**config.mk**
```make
export PLATFORM = sky130hd
export DESIGN_NAME = muldiv_ctrl
export DESIGN_NICKNAME = d
export VERILOG_FILES = /design/src/rtl/mips_pkg.sv /design/src/rtl/muldiv_core.sv /design/src/rtl/muldiv_ctrl.sv
export SDC_FILE = /design/constraint.sdc
export NUM_CORES = 1
export LEC_CHECK = 0
export BUFFER_PORTS_ARGS = -buffer_cell sky130_fd_sc_hd__buf_4
export CORE_MARGIN = 2
export CORE_UTILIZATION = 55
export CTS_CLUSTER_SIZE = 14
export DETAILED_ROUTE_END_ITERATION = 8
export MAX_ROUTING_LAYER = met4
export PLACE_DENSITY = 0.74
export SLEW_MARGIN = 20
export SYNTH_ARGS = -nofsm -noshare
export SYNTH_HDL_FRONTEND = slang
export SYNTH_SLANG_ARGS = --single-unit
```
**constraint.sdc**
```tcl
create_clock -name clk -period 3.1 [get_ports clk]
set_clock_uncertainty 0.1 [all_clocks]
set_input_delay 0.62 -clock clk [delete_from_list [all_inputs] [get_ports clk]]
set_output_delay 0.62 -clock clk [all_outputs]
set_load 0.02 [all_outputs]
```
**src/rtl/mips_pkg.sv**
```systemverilog
// Shared types and constants for the multiply/divide unit: op encodings,
// controller state enum, iteration count and operand-extension helpers.
package mips_pkg;

    typedef enum logic [1:0] {
        OP_MULTU = 2'b00,
        OP_MULT  = 2'b01,
        OP_DIVU  = 2'b10,
        OP_DIV   = 2'b11
    } op_e;

    typedef enum logic [1:0] {
        ST_IDLE = 2'b00,
        ST_CALC = 2'b01,
        ST_FIX  = 2'b10
    } state_e;

    localparam int MULDIV_CYCLES = 32;
    localparam int CNT_W         = $clog2(MULDIV_CYCLES);

    function automatic logic [32:0] extend33(input logic [31:0] x, input logic sgn);
        return {sgn & x[31], x};
    endfunction

    // The largest magnitude of a 33-bit sign-extended word is 2^31, so it fits in 32 bits.
    function automatic logic [31:0] magnitude(input logic [32:0] v);
        logic [32:0] neg;
        neg = -v;
        return v[32] ? neg[31:0] : v[31:0];
    endfunction

endpackage

```
**src/rtl/muldiv_core.sv**
```systemverilog
// Iterative shift/add (multiply) and restoring shift/subtract (divide) engine.
// One step per cycle; the caller sequences load and step and post-processes signs.
module muldiv_core (
    input  logic        clk,
    input  logic        rst_n,
    input  logic        load,
    input  logic        step,
    input  logic        is_div,
    input  logic [31:0] opa,
    input  logic [31:0] opb,
    output logic [63:0] acc
);

    logic [31:0] opb_q;
    logic [63:0] acc_q;
    logic [63:0] acc_next;
    logic [32:0] sum;
    logic [32:0] diff;

    // Multiply: acc = {partial product, remaining multiplier bits}.
    // Divide:   acc = {partial remainder, dividend bits / quotient bits}.
    always_comb begin
        // NOTE: every always_comb output gets a default first so no path can infer a latch.
        acc_next = acc_q;
        sum      = {1'b0, acc_q[63:32]} + {1'b0, (acc_q[0] ? opb_q : 32'd0)};
        diff     = acc_q[63:31] - {1'b0, opb_q};
        if (is_div) begin
            if (diff[32]) begin
                acc_next = {acc_q[62:0], 1'b0};
            end else begin
                acc_next = {diff[31:0], acc_q[30:0], 1'b1};
            end
        end else begin
            acc_next = {sum, acc_q[31:1]};
        end
    end

    always_ff @(posedge clk) begin
        // NOTE: sequential state uses non-blocking assignments; reset is synchronous, sampled on the clock edge.
        if (!rst_n) begin
            acc_q <= '0;
            opb_q <= '0;
        end else if (load) begin
            acc_q <= {32'd0, opa};
            opb_q <= opb;
        end else if (step) begin
            acc_q <= acc_next;
        end
    end

    assign acc = acc_q;

endmodule

```
**src/rtl/muldiv_ctrl.sv**
```systemverilog
// MIPS HI/LO multiply/divide controller: fixed-latency FSM, iteration counter,
// sign fix-up, HI/LO registers and pipeline stall request.
module muldiv_ctrl
    import mips_pkg::*;
(
    input  logic        clk,
    input  logic        rst_n,
    input  logic        start,
    input  logic [1:0]  op,
    input  logic [31:0] a,
    input  logic [31:0] b,
    input  logic        mf_req,
    output logic        busy,
    output logic        done,
    output logic        div0,
    output logic        stall,
    output logic [31:0] hi,
    output logic [31:0] lo
);

    state_e           state;
    state_e           state_next;
    logic [CNT_W-1:0] cnt;
    op_e              op_in;
    logic             sgn_op;
    logic             div_op;
    logic             accept;
    logic             is_div_q;
    logic             neg_q;
    logic             neg_r;
    logic             zero_div;
    logic [31:0]      a_q;
    logic [31:0]      mag_a;
    logic [31:0]      mag_b;
    logic [63:0]      acc;
    logic [63:0]      prod_fix;
    logic [31:0]      fix_hi;
    logic [31:0]      fix_lo;

    assign op_in  = op_e'(op);
    assign sgn_op = (op_in == OP_MULT) || (op_in == OP_DIV);
    assign div_op = (op_in == OP_DIVU) || (op_in == OP_DIV);
    assign accept = (state == ST_IDLE) && start;
    assign mag_a  = magnitude(extend33(a, sgn_op));
    assign mag_b  = magnitude(extend33(b, sgn_op));

    assign busy  = (state != ST_IDLE);
    assign stall = busy & (start | mf_req);

    muldiv_core u_core (
        .clk    (clk),
        .rst_n  (rst_n),
        .load   (accept),
        .step   (state == ST_CALC),
        .is_div (is_div_q),
        .opa    (mag_a),
        .opb    (mag_b),
        .acc    (acc)
    );

    always_ff @(posedge clk) begin
        if (!rst_n) begin
            state <= ST_IDLE;
        end else begin
            state <= state_next;
        end
    end

    always_comb begin
        state_next = state;
        case (state)
            ST_IDLE: if (start) state_next = ST_CALC;
            ST_CALC: if (cnt == CNT_W'(MULDIV_CYCLES - 1)) state_next = ST_FIX;
            ST_FIX:  state_next = ST_IDLE;
            default: state_next = ST_IDLE;
        endcase
    end

    // Divide by zero bypasses the engine result so the outcome is independent of operand signs.
    always_comb begin
        prod_fix = neg_q ? -acc : acc;
        fix_hi   = prod_fix[63:32];
        fix_lo   = prod_fix[31:0];
        if (is_div_q) begin
            fix_lo = neg_q ? -acc[31:0] : acc[31:0];
            fix_hi = neg_r ? -acc[63:32] : acc[63:32];
            if (zero_div) begin
                fix_hi = a_q;
                fix_lo = '1;
            end
        end
    end

    always_ff @(posedge clk) begin
        if (!rst_n) begin
            cnt      <= '0;
            hi       <= '0;
            lo       <= '0;
            done     <= 1'b0;
            div0     <= 1'b0;
            is_div_q <= 1'b0;
            neg_q    <= 1'b0;
            neg_r    <= 1'b0;
            zero_div <= 1'b0;
            a_q      <= '0;
        end else begin
            done <= 1'b0;
            div0 <= 1'b0;
            if (accept) begin
                cnt      <= '0;
                is_div_q <= div_op;
                neg_q    <= sgn_op & (a[31] ^ b[31]);
                neg_r    <= sgn_op & a[31];
                zero_div <= div_op & (b == 32'd0);
                a_q      <= a;
            end
            if (state == ST_CALC) begin
                cnt <= cnt + 1'b1;
            end
            if (state == ST_FIX) begin
                hi   <= fix_hi;
                lo   <= fix_lo;
                done <= 1'b1;
                div0 <= zero_div;
            end
        end
    end

endmodule

```
Word level (Yosys, flattened, before mapping)
Index checks and enable logic that the tools add are counted.
Widths: inputs -> output; s select.
{"block": "totals", "out_inout_bits": 68, "regBits": 205, "in_bits": 70, "elab_cells": 68}
{"block": "op_classes", "mux": 20, "add_sub_neg": 8, "n_bitwise": 8, "n_reduce_logical": 10, "n_eq_ne": 8}
{"cell": "$mux 32", "n": 11}
{"cell": "$mux 64", "n": 3}
{"cell": "$neg 32->32", "n": 4}
{"cell": "$neg 64->64", "n": 1}
{"cell": "$add 32x32->33", "n": 1}
{"cell": "$sub 33x32->33", "n": 1}
{"cell": "$logic_not 32->1", "n": 1}
{"cell": "$mux 5", "n": 2}
{"cell": "$eq 2x2->1 const B", "n": 3}
{"cell": "$add 5x1->5 const B", "n": 1}
{"cell": "$and 1x1->1", "n": 5}
{"cell": "$eq 5x5->1 const B", "n": 1}
{"cell": "$eq 2x1->1 const B", "n": 2}
{"cell": "$mux 2", "n": 2}
{"cell": "$ne 2x2->1 const B", "n": 2}
{"cell": "$pmux 2 s2", "n": 1}
{"cell": "$reduce_and 2->1", "n": 2}
{"cell": "$reduce_bool 2->1", "n": 2}
{"cell": "$logic_not 2->1", "n": 1}
{"cell": "$logic_or 1x1->1", "n": 2}
{"cell": "$reduce_or 2->1", "n": 1}
{"cell": "$logic_and 1x1->1", "n": 1}
{"cell": "$mux 1", "n": 1}
{"cell": "$not 1->1", "n": 1}
{"cell": "other kinds (2)", "n": 2}

Logic depth before layout (Yosys ltp)
{"block": "depth", "ltp_word": 5, "ltp_mapped": 14, "mapped_depth_nobuf": 12}

Hierarchy
A second synthesis with hierarchy kept.
{"block": "hier_totals", "hier_cells": 2142, "hier_area_um2": 16498.3}
{"mod": "muldiv_core", "cells_each": 1037, "seq_area_each_um2": 1921.8, "area_each_um2": 8250.4, "n_inst": 1}
{"mod": "muldiv_ctrl", "cells_each": 1105, "seq_area_each_um2": 2182.1, "area_each_um2": 8247.9, "n_inst": 1}

Worst setup path after synthesis
Ideal clock, no wire load.
{"block": "synth_timing", "path_kind": "reg2reg", "startpoint": "reg u_core.acc_q[33], in the netlist u_core.acc[33]", "endpoint": "reg u_core.acc_q[56], in the netlist u_core.acc[56]", "setup_slack_ns": -0.257, "n_path_buf": 1, "required_time_ns": 2.869, "path_stages_with_launch": 12, "arrival_ns": 3.126, "period_less_slack_ns": 3.357, "setup_time_ns": 0.131, "cell_sequence": "dfxtp_1 -> ha_1 -> nor2b_1 -> o31a_1 -> o31ai_1 -> a211oi_1 -> or2_2 -> a211oi_1 -> clkbuf_1 -> mux2_2 -> a21oi_1 -> a21oi_1"}
{"block": "synth_via", "elab_chain_cells": 3, "word_cells_on_any_way": 4, "classes_between": "add/sub (2); mux (2)"}
{"element": "from (decl)", "line_no": "muldiv_core.sv:15", "rtl": "logic [63:0] acc_q;"}
{"element": "from (signal assigned)", "line_no": "muldiv_core.sv:44", "rtl": "acc_q <= {32'd0, opa};"}
{"element": "from (signal assigned)", "line_no": "muldiv_core.sv:47", "rtl": "acc_q <= acc_next;"}
{"element": "$sub 33x32->33", "line_no": "muldiv_core.sv:26", "rtl": "diff = acc_q[63:31] - {1'b0, opb_q};"}
{"element": "$mux 64", "line_no": "muldiv_core.sv:28", "rtl": "if (diff[32]) begin"}
{"element": "$mux 64 (*)", "line_no": "muldiv_core.sv:27", "rtl": "if (is_div) begin"}
Mark *: on every way between the ends. The rest lies on a longest branch, timed or not.
A chain may end at the register's enable or synchronous reset.

Worst setup path after layout
{"block": "layout_timing", "startpoint": "reg u_core.acc_q[31], in the netlist u_core.acc[31]", "endpoint": "reg u_core.acc_q[49], in the netlist u_core.acc[49]"}
{"block": "layout_via", "elab_chain_cells": 3}
{"element": "$sub 33x32->33", "line_no": "muldiv_core.sv:26"}
{"element": "$mux 64", "line_no": "muldiv_core.sv:28"}
{"element": "$mux 64", "line_no": "muldiv_core.sv:27"}
Every way passes these cells.

==> results by group <==
Flow run
  – Maxcap violations: 0

Finish
  – Area Overhead vs Synth: 33.92%
  – Multi-input logic area: 11760 um^2
  – Filler-free cell count of the finished design: 2782
  – Most frequent cells in the layout: 422 x buf_4, 238 x nand2_1, 185 x dfxtp_1
  – Proportion of layout cells with a drive suffix above 1: 29.53%
  – Nets: 2525
  – Reg area: 4151 um^2
  – Commonest non-fill, non-tap cell in the layout: buf_4
  – Fill cells: 2210

Clock tree
  – Hold buffer count at CTS: 0
  – Worst-Skew Late Latency: 530 ps
  – CTS clk-pin slew, worst paths: 60 ps
  – CTS root buffer: clkbuf_16
  – Num CTS Buffers: 25
  – Clk buf depth: 3
  – Clock sinks: 205
  – CTS tree: done
  – CTS H-tree lvls: 1

STA
  – Setup violators final: 12
  – Fmax achieved: 309.7 MHz
  – Hold_ws: 261.6 ps
  – Final Cycle Share: 104.1%
  – Worst slew pin tran: 746.5 ps
  – Final worst path period need: 3229 ps
  – Unrepaired setup endpoints after global routing: yes
  – Final hold violation count: 0
  – Worst slew margin: 50.24%
  – Final worst slack: -128.6 ps
  – Final Max Tran Viols: 0

Critical path
  – Critical path type: reg2reg
  – CP Launch Type: flip-flop
  – Worst path bufs/invs: 4
  – Crit-path max cell delay: 320 ps
  – Slowest CP cell: dfxtp_2
  – CP arrival: 3550 ps
  – CP Capture Type: flip-flop
  – Largest fanout on the critical path: 6
  – CP Cell Sequence: inv_2, ha_4, fa_2, nor2b_2, o31a_1, o31ai_4, a211oi_4, or2_4, a211oi_4, buf_12, buf_8, buf_6, mux2i_1, a211oi_1, a31o_2
  – Top delay family on crit path: compound AO/OA/AOI/OAI gates
  – Most used cell, CP: a211oi_4
  – CP required: 3420 ps

Global routing
  – Initial antenna violation count: 3
  – Vias in the first global route: 16173
  – First-pass GRT wire length: 88600 um
  – GRT overflow: 0
  – Largest net degree at the start of global routing: 148
  – GRT Overall Usage: 37.73%

Synth
  – Synth Cell Area: 15650 um^2
  – Sequential-to-total area share from yosys stat: 26.22%
  – Yosys Warn Count: 0
  – Adder-cell share of the synthesized area: 5.852%
  – Number of synthesized register bits: 205
  – EDFF count, synth: 0
  – Largest family of logic cells by synthesized area: compound AO/OA/AOI/OAI gates
  – Synth Area in Simple Gates: 18.52%
  – Synth async-reset ratio: 0%
  – Area contributors post-synth: dfxtp_1 26%, o21ai_0 6.0%, a21oi_1 5.9%
  – Post-Synthesis Cells: 2069
  – Synth Area in XOR/XNOR: 10.30%
  – Yosys top cell by area: dfxtp_1
  – Yosys top cell area share: 26.22%
  – Synth Area in Compound Gates: 29.07%
  – Mux cell area share after synthesis: 4.677%
  – Synth Flop Type: dfxtp_1
  – Synth Net Count: 2211
  – Avg Cell Area, Syn: 7.565 um^2
  – Synth unique cells: 76

Route
  – Routed len/inst: 20.82 um
  – Starting DRT DRC Count: 1813
  – DRT antenna net count: 0
  – Total number of vias: 17370
  – DRC violations left: 0
  – Vias per cell: 6.244
  – Routed wire length: 57920 um
  – Total iterations of the first detailed-routing run: 6

Power and ir drop
  – Lkg Pwr: 9.039 nW
  – Pwr/cell area: 430.9 nW/um^2
  – Peak VDD IR: 0.3896 mV
  – PnR Total Power: 9.031 mW

Die
  – Row count: 61
  – Die height: 172.7 um
  – Num ports: 138
  – Die area: 29820 um^2
  – Initial Util: 56.03%
  – Die Span X: 172.7 um
  – Core Area: 27930 um^2

Run status
  – Outcome: finished with violations
  – Violated checks: negative setup slack

Placement
  – RD Place Congestion: 0.9970
  – Place WS: -399.4 ps
  – Final HPWL DP: 42770 um
  – Post-Place Cells: 2701
  – IO buf count: 137

Hold path
  – Worst hold path class: in2reg
## metal layers
layer	part of all wire, %	wire length [um]	track usage [%]	vias to the layer above
li1	-	-	-	8088
met1	43	24810	50.59	8248
met2	44	25280	56.39	862
met3	8.9	5172	6.179	172
met4	4.6	2658	15.78	0
met5	0	0	-	-
## state kept, by name, summed over array words and instances (netlist names)
signal and count:
a_q 32, neg_q 1, div0 1, hi 32
neg_r 1, state 2, u_core.opb_q 32, cnt 5
zero_div 1, lo 32, done 1, u_core.acc 64
is_div_q 1
## metrics by stage
stage	utilization, %	cell area (um^2)	TNS, ps
after floorplan	-	15690	-50.17
after CTS	71.85	20070	-2402
after global routing	75.03	20960	-2982
after detailed placement	66.98	18710	-5985
after global placement	66.98	18710	-3864
final	75.03	20960	-712.0
## synth_stat cells, drive strengths merged, types with 11 or more instances
library cell / n
o211a: 40
xnor2: 93
a21boi: 44
o21a: 12
mux2: 17
nor2: 141
nor3: 41
nand4: 11
and2: 14
ha: 70
clkbuf: 144
o41ai: 19
a211oi: 21
mux2i: 54
o21ai: 189
o221ai: 13
nor4: 16
o211ai: 38
nand2: 243
dfxtp: 205
nor2b: 17
nand2b: 20
a21oi: 185
xor2: 91
or3: 21
o31ai: 35
or4: 12
o221a: 14
inv: 59
a21o: 22
buf: 15
nand3: 45
## where the power goes
group	internal (mW)	switching, mW
sequential	2.77	0.145
combinational	1.44	1.70
clock	1.75	1.22
## final cells by class
cell class / instances / area share [%]
Timing Repair Buffer: 446 / 16.69
Clock inverter: 12 / 0.6089
Tap cell: 378 / 2.256
Clock buffer: 33 / 3.319
Antenna cell: 3 / 0.03582
Multi-Input combinational cell: 1645 / 56.12
Sequential cell: 205 / 19.81
Inverter: 60 / 1.158
## final timing paths
kind,start,end,slack [ps],cells past startpoint
worst max register to register,u_core.acc[31],u_core.acc[49],-130,15
worst min register to register,cnt[3],cnt[3],350,1
worst min-delay path,op[1],is_div_q,260,3
worst max-delay path,u_core.acc[31],u_core.acc[49],-130,15
## timing repair
| action | in CTS | in global routing |
|---|---|---|
| setup buffers | 18 | 19 |
| setup endpoints to repair | 41 | 47 |
| pin swaps | 45 | 76 |
| cloned | 0 | 1 |
| resized for setup | 102 | 159 |
## cells by family (layout without fill, tap and decap cells)
kind of cell | count (synthesis) | in the layout
AOI/OAI and AO/OA | 697 | 697
and+or+nand+nor | 621 | 621
buffers and inverters | 219 | 551
DFF | 205 | 205
xor gates and xnor gates | 184 | 184
adders and majority gates | 72 | 72
muxes | 71 | 71
other | 0 | 3
## tightest hold or removal path: stages
cell and delay (ps):
buf_4 120, nand2_1 50, a21boi_0 60
No activity file was read; power rests on OpenSTA's default activity.
